**src/rtl/sid_bus_slave.sv**
```systemverilog
// SID register write-bus responder: synchronizes the host strobe,
// commits one byte per rising edge into voice/filter banks, emits gate events.
module sid_bus_slave #(
    parameter int SYNC_STAGES = 2,
    parameter int NUM_VOICES  = 3
) (
    input  logic                    clk,
    input  logic                    rst,
    input  logic                    bus_wr,
    input  logic [1:0]              bus_voice,
    input  logic [2:0]              bus_addr,
    input  logic [7:0]              bus_data,
    output logic [16*NUM_VOICES-1:0] freq_o,
    output logic [12*NUM_VOICES-1:0] pw_o,
    output logic [8*NUM_VOICES-1:0]  atk_dcy_o,
    output logic [8*NUM_VOICES-1:0]  sus_rel_o,
    output logic [8*NUM_VOICES-1:0]  wav_o,
    output logic [15:0]             fc_o,
    output logic [7:0]              res_filt_o,
    output logic [7:0]              mode_vol_o,
    output logic [NUM_VOICES-1:0]   gate_on_o,
    output logic [NUM_VOICES-1:0]   gate_off_o,
    output logic                    wr_ack_o
);

    logic [SYNC_STAGES-1:0] sync_q;
    logic                   prev_q;
    logic                   commit;

    logic [NUM_VOICES-1:0][15:0] freq_q, freq_d;
    logic [NUM_VOICES-1:0][11:0] pw_q, pw_d;
    logic [NUM_VOICES-1:0][7:0]  ad_q, ad_d;
    logic [NUM_VOICES-1:0][7:0]  sr_q, sr_d;
    logic [NUM_VOICES-1:0][7:0]  wav_q, wav_d;
    logic [15:0]                 fc_q, fc_d;
    logic [7:0]                  res_q, res_d;
    logic [7:0]                  mv_q, mv_d;
    logic                        ack_q, ack_d;
    logic [NUM_VOICES-1:0]       gon_q, gon_d;
    logic [NUM_VOICES-1:0]       goff_q, goff_d;

    always_ff @(posedge clk or posedge rst) begin
        if (rst) begin
            sync_q <= '0;
            prev_q <= 1'b0;
        end else begin
            sync_q <= {sync_q[SYNC_STAGES-2:0], bus_wr};
            prev_q <= sync_q[SYNC_STAGES-1];
        end
    end

    // Bus fields are host-held stable around the strobe, so sample them raw.
    assign commit = sync_q[SYNC_STAGES-1] & ~prev_q;

    always_comb begin
        freq_d = freq_q;
        pw_d   = pw_q;
        ad_d   = ad_q;
        sr_d   = sr_q;
        wav_d  = wav_q;
        fc_d   = fc_q;
        res_d  = res_q;
        mv_d   = mv_q;
        ack_d  = 1'b0;
        gon_d  = '0;
        goff_d = '0;
        if (commit) begin
            ack_d = 1'b1;
            if (bus_voice == 2'd3) begin
                case (bus_addr)
                    3'd0:    fc_d[7:0]  = bus_data;
                    3'd1:    fc_d[15:8] = bus_data;
                    3'd2:    res_d      = bus_data;
                    3'd3:    mv_d       = bus_data;
                    default: ;
                endcase
            end else begin
                for (int v = 0; v < NUM_VOICES; v++) begin
                    if (bus_voice == 2'(v)) begin
                        case (bus_addr)
                            3'd0: freq_d[v][7:0]  = bus_data;
                            3'd1: freq_d[v][15:8] = bus_data;
                            3'd2: pw_d[v][7:0]    = bus_data;
                            3'd3: pw_d[v][11:8]   = bus_data[3:0];
                            3'd4: ad_d[v]         = bus_data;
                            3'd5: sr_d[v]         = bus_data;
                            3'd6: begin
                                wav_d[v]  = bus_data;
                                gon_d[v]  = bus_data[0] & ~wav_q[v][0];
                                goff_d[v] = ~bus_data[0] & wav_q[v][0];
                            end
                            default: ;
                        endcase
                    end
                end
            end
        end
    end

    always_ff @(posedge clk or posedge rst) begin
        if (rst) begin
            freq_q <= '0;
            pw_q   <= '0;
            ad_q   <= '0;
            sr_q   <= '0;
            wav_q  <= '0;
            fc_q   <= '0;
            res_q  <= '0;
            mv_q   <= '0;
            ack_q  <= 1'b0;
            gon_q  <= '0;
            goff_q <= '0;
        end else begin
            freq_q <= freq_d;
            pw_q   <= pw_d;
            ad_q   <= ad_d;
            sr_q   <= sr_d;
            wav_q  <= wav_d;
            fc_q   <= fc_d;
            res_q  <= res_d;
            mv_q   <= mv_d;
            ack_q  <= ack_d;
            gon_q  <= gon_d;
            goff_q <= goff_d;
        end
    end

    assign freq_o     = freq_q;
    assign pw_o       = pw_q;
    assign atk_dcy_o  = ad_q;
    assign sus_rel_o  = sr_q;
    assign wav_o      = wav_q;
    assign fc_o       = fc_q;
    assign res_filt_o = res_q;
    assign mode_vol_o = mv_q;
    assign wr_ack_o   = ack_q;
    assign gate_on_o  = gon_q;
    assign gate_off_o = goff_q;

endmodule
```
**config.mk**
```make
export PLATFORM = sky130hd
export DESIGN_NAME = sid_bus_slave
export DESIGN_NICKNAME = d
export VERILOG_FILES = /design/src/rtl/sid_bus_slave.sv
export SDC_FILE = /design/constraint.sdc
export NUM_CORES = 1
export LEC_CHECK = 0
export CAP_MARGIN = 40
export CORE_ASPECT_RATIO = 0.9
export CORE_MARGIN = 2
export CORE_UTILIZATION = 51
export DETAILED_ROUTE_END_ITERATION = 6
export PLACE_DENSITY_LB_ADDON = 0.25
export SYNTH_ARGS = -nofsm -noshare
export SYNTH_HDL_FRONTEND = slang
export SYNTH_SLANG_ARGS = --single-unit
```
**constraint.sdc**
```tcl
create_clock -name clk -period 19.5 [get_ports clk]
set_input_delay 3.9 -clock clk [delete_from_list [all_inputs] [get_ports clk]]
set_output_delay 3.9 -clock clk [all_outputs]
set_load 0.02 [all_outputs]
```
==> qor.tcl <==
set qor(status) {finished, final reports clean}
set qor(die_h_um) 119
set qor(power.total_w) 0.00113
set qor(num-nets-final) 691
set qor(start_kind) {input pin}
set qor(antenna_cells_inserted) 0
set qor(firstDrtPassIters) 4
set qor(drc) 0
set qor(unrepaired_setup_endpoints_after_global_routing) {no}
set qor(grt_max_degree) 117
set qor(critical_path_required_ns) 19.80
set qor(worst_skew_pair.late_latency_ns) 0.43
set qor(worst_r2r_path_depth) 3
set qor(use_met1_pct) 32.2
set qor(clockRootBuffer) {sky130_fd_sc_hd__clkbuf_16}
set qor(timing_hold_violations_final) 0
set qor(synth_compound_gate_area_share_pct) 0
set qor(end_kind) {flop}
set qor(area_growth_pct) 41.1
set qor(hold_class) {flop to flop}
set qor(via_count) 4740
set qor(yosysTopAreaCellShare_pct) 65.6
set qor(regToRegEndpoint) {pw_o[30]$_DFFE_PP0P_}
set qor(ctsHoldBuffers) 0
set qor(num-fill-cells) 982
set qor(cts_made_buffers) 17
set qor(start_util_pct) 51.7
set qor(place_congestion) 0.737
set qor(grt_busiest_layer) {met2}
set qor(syn_nets) 476
set qor(maxCapViolations) 0
set qor(r2r_start) {prev_q$_DFF_PP0_}
set qor(timing_worst_slew_pin_value_ns) 1.00
set qor(worst-setup-path-type) {input pin to flop}
set qor(synth_top_family_by_area) {multiplexers}
set qor(synth-seq-area-share_pct) 65.6
set qor(timing.clock.skew_ns) 0.00864
set qor(timing.hold.worst.start) {sync_q[0]$_DFF_PP0_}
set qor(globalRoute.totalOverflow) 0
set qor(numPortBuffers) 210
set qor(floorplan.io_pins) 211
set qor(post-synth-top-area-cell) {sky130_fd_sc_hd__dfrtp_1}
set qor(post-cts-setup-buffer-count) 0
set qor(sequential_cell_area_mm2) 0.00495
set qor(htreeDepth) 4
set qor(path_clk_slew_ns) 0.07
set qor(fp-row-count) 42
set qor(yosys_warnings) 0
set qor(postRouteWirelength_mm) 19.0
set qor(postLayoutCellArea_mm2) 0.0107
set qor(slew_headroom_pct) 32.1
set qor(tritoncts_num_sinks) 198
set qor(fraction_of_layout_cells_with_a_size_suffix_above_1_pct) 33.6
set qor(core_mm2) 0.0146
set qor(pre_cts_slack_ns) 13.06
set qor(resized_after_cts) 0
set qor(die_boundary_width_um) 132
set qor(syn_avg_cell_area_um2) 16.4
set qor(synth_cells) 460
set qor(layout_worst_path_cycle_share_pct) 30.6
set qor(total_leakage_power_nw) 4.93
set qor(holdWs_ns) 0.351
set qor(cp_data_arrival_time_ns) 6.28
set qor(grtUsageMet2_pct) 41.1
set qor(synth.top_cells.by_area) {sky130_fd_sc_hd__dfrtp_1 66%, sky130_fd_sc_hd__mux2_2 25%, sky130_fd_sc_hd__mux2_4 1.6%, sky130_fd_sc_hd__mux2_1 1.5%, sky130_fd_sc_hd__clkbuf_1 0.99%}
set qor(worst_ir_drop_vdd_v) 0.0000781
set qor(area_occupied_by_multi_input_gates_mm2) 0.00248
set qor(vias_per_cell) 5.35
set qor(power_per_cell_area_mw_per_mm2) 106
set qor(timing.setup.tns_ns) 0
set qor(detail_route.wl_per_cell_um) 21.5
set qor(startpoint) {bus_voice[1]}
set qor(synth_adder_area_share_pct) 0
set qor(first_iter_violations) 201
set qor(post-route-min-period_ns) 5.97
set qor(setup_violations) 0
set qor(antenna_found_initial) 0
set qor(yosys.area_share.simple_pct) 4.47
set qor(antenna_left) 0
set qor(timing.final.ws_setup_ns) 13.53
set qor(die-area_mm2) 0.0158
set qor(post_dp_cell_area_mm2) 0.00999
set qor(timing.final.max_slew_violations) 0
set qor(synthesis.area_mm2) 0.00755
set qor(post_synthesis_mux_area_share_pct) 28.4
set qor(grt_pass1_wl_mm) 29.9
set qor(synth.lib_cells_used.distinct) 26
set qor(synth-xor-area-share_pct) 0
set qor(clock_tree_from_tritoncts) {yes}
set qor(synth_seq_cells) 198
set qor(globalRouteMet3Util_pct) 7.71
set qor(capturing_element_of_the_worst_setup_path) {pw_o[30]$_DFFE_PP0P_}
set qor(path_max_fanout) 8
set qor(first_global_vias) 5099
set qor(reg2reg_slack_ns) 17.14
set qor(fmax_mhz) 167
set qor(cts-root-to-sink-buffers) 2
set qor(post-dp-hpwl_mm) 13.5
set qor(grt_resource_usage_total_pct) 25.0
==> sequential cells by signal, indices dropped and copies added (netlist names), 3 cells and up <==
name,cells
gate_on_o,3
freq_o,48
sus_rel_o,24
atk_dcy_o,24
mode_vol_o,8
pw_o,36
fc_o,16
res_filt_o,8
gate_off_o,3
wav_o,24
==> critical path: stages <==
cell	delay (ns)
sky130_fd_sc_hd__clkdlybuf4s50_1	0.58
sky130_fd_sc_hd__nor4bb_1	0.89
sky130_fd_sc_hd__nand2_1	0.50
sky130_fd_sc_hd__mux2_2	0.40
==> Yosys cell counts, drive strengths merged <==
master	instances
and2	1
and3	3
and4b	2
buf	5
clkbuf	20
dfrtp	198
inv	1
mux2	188
nand2	14
nand3b	3
nand4b	1
nand4bb	2
nor2	10
nor2b	1
nor3	4
nor3b	3
nor4b	1
nor4bb	2
or4b	1
==> stage by stage <==
stage	utilization (%)	instances
2_1_floorplan	-	460
3_3_place_gp	67.1	844
3_5_place_dp	68.4	854
4_1_cts	72.9	886
5_1_grt	72.9	886
6_report	72.9	886
==> kinds of logic after synthesis <==
| logic type | after synthesis |
|---|---|
| buf+inv | 26 |
| flops | 198 |
| mux | 188 |
| simple gates | 48 |
==> where the power goes <==
part           total (W)  internal [W]  switching [W]
Clock           0.000388      0.000233       0.000155
Sequential      0.000491      0.000462      0.0000295
Combinational   0.000251      0.000129       0.000123
Total            0.00113      0.000823       0.000307
==> how the worst min path moves through the flow <==
stage | endpoint | slack (ns) | cells past startpoint
2_1_floorplan | sync_q[1]$_DFF_PP0_ | 0.33 | 0
3_3_place_gp | sync_q[1]$_DFF_PP0_ | 0.34 | 0
3_5_place_dp | sync_q[1]$_DFF_PP0_ | 0.34 | 0
4_1_cts | sync_q[1]$_DFF_PP0_ | 0.35 | 0
5_1_grt | sync_q[1]$_DFF_PP0_ | 0.36 | 0
6_report | sync_q[1]$_DFF_PP0_ | 0.35 | 0
==> per-layer routing <==
metal	vias to the layer above	wire (µm)
met1	2522	8020
met2	142	9570
met5	-	0
met4	0	282
li1	2055	-
met3	21	1140
==> cell type report <==
cell class,count,share of cell area [%]
Tap cell,198,2.33
Inverter,1,0.106
Clock buffer,18,4.12
Sequential cell,198,46.5
Clock inverter,14,2.08
Timing Repair Buffer,221,21.5
Multi-Input combinational cell,236,23.3
==> cells in the final DEF (no fill, tap or decap), types with 2 or more instances in the layout <==
cell type and instances:
sky130_fd_sc_hd__clkbuf_16 17, sky130_fd_sc_hd__clkinv_2 2, sky130_fd_sc_hd__clkinv_4 2, sky130_fd_sc_hd__nor3_1 4
sky130_fd_sc_hd__nor4bb_1 2, sky130_fd_sc_hd__bufinv_16 5, sky130_fd_sc_hd__inv_8 2, sky130_fd_sc_hd__inv_6 2
sky130_fd_sc_hd__nand4bb_1 2, sky130_fd_sc_hd__nor2_2 4, sky130_fd_sc_hd__nor2_1 3, sky130_fd_sc_hd__mux2_1 10
sky130_fd_sc_hd__clkdlybuf4s50_1 210, sky130_fd_sc_hd__nor2_8 2, sky130_fd_sc_hd__nand2_1 14, sky130_fd_sc_hd__and4b_1 2
sky130_fd_sc_hd__mux2_4 8, sky130_fd_sc_hd__buf_8 4, sky130_fd_sc_hd__nor3b_1 2, sky130_fd_sc_hd__dfrtp_1 198
sky130_fd_sc_hd__buf_16 4, sky130_fd_sc_hd__clkinvlp_4 2, sky130_fd_sc_hd__nand3b_1 3, sky130_fd_sc_hd__mux2_2 170
sky130_fd_sc_hd__and3_1 3
Note: power is estimated with default switching activity, not from simulation.
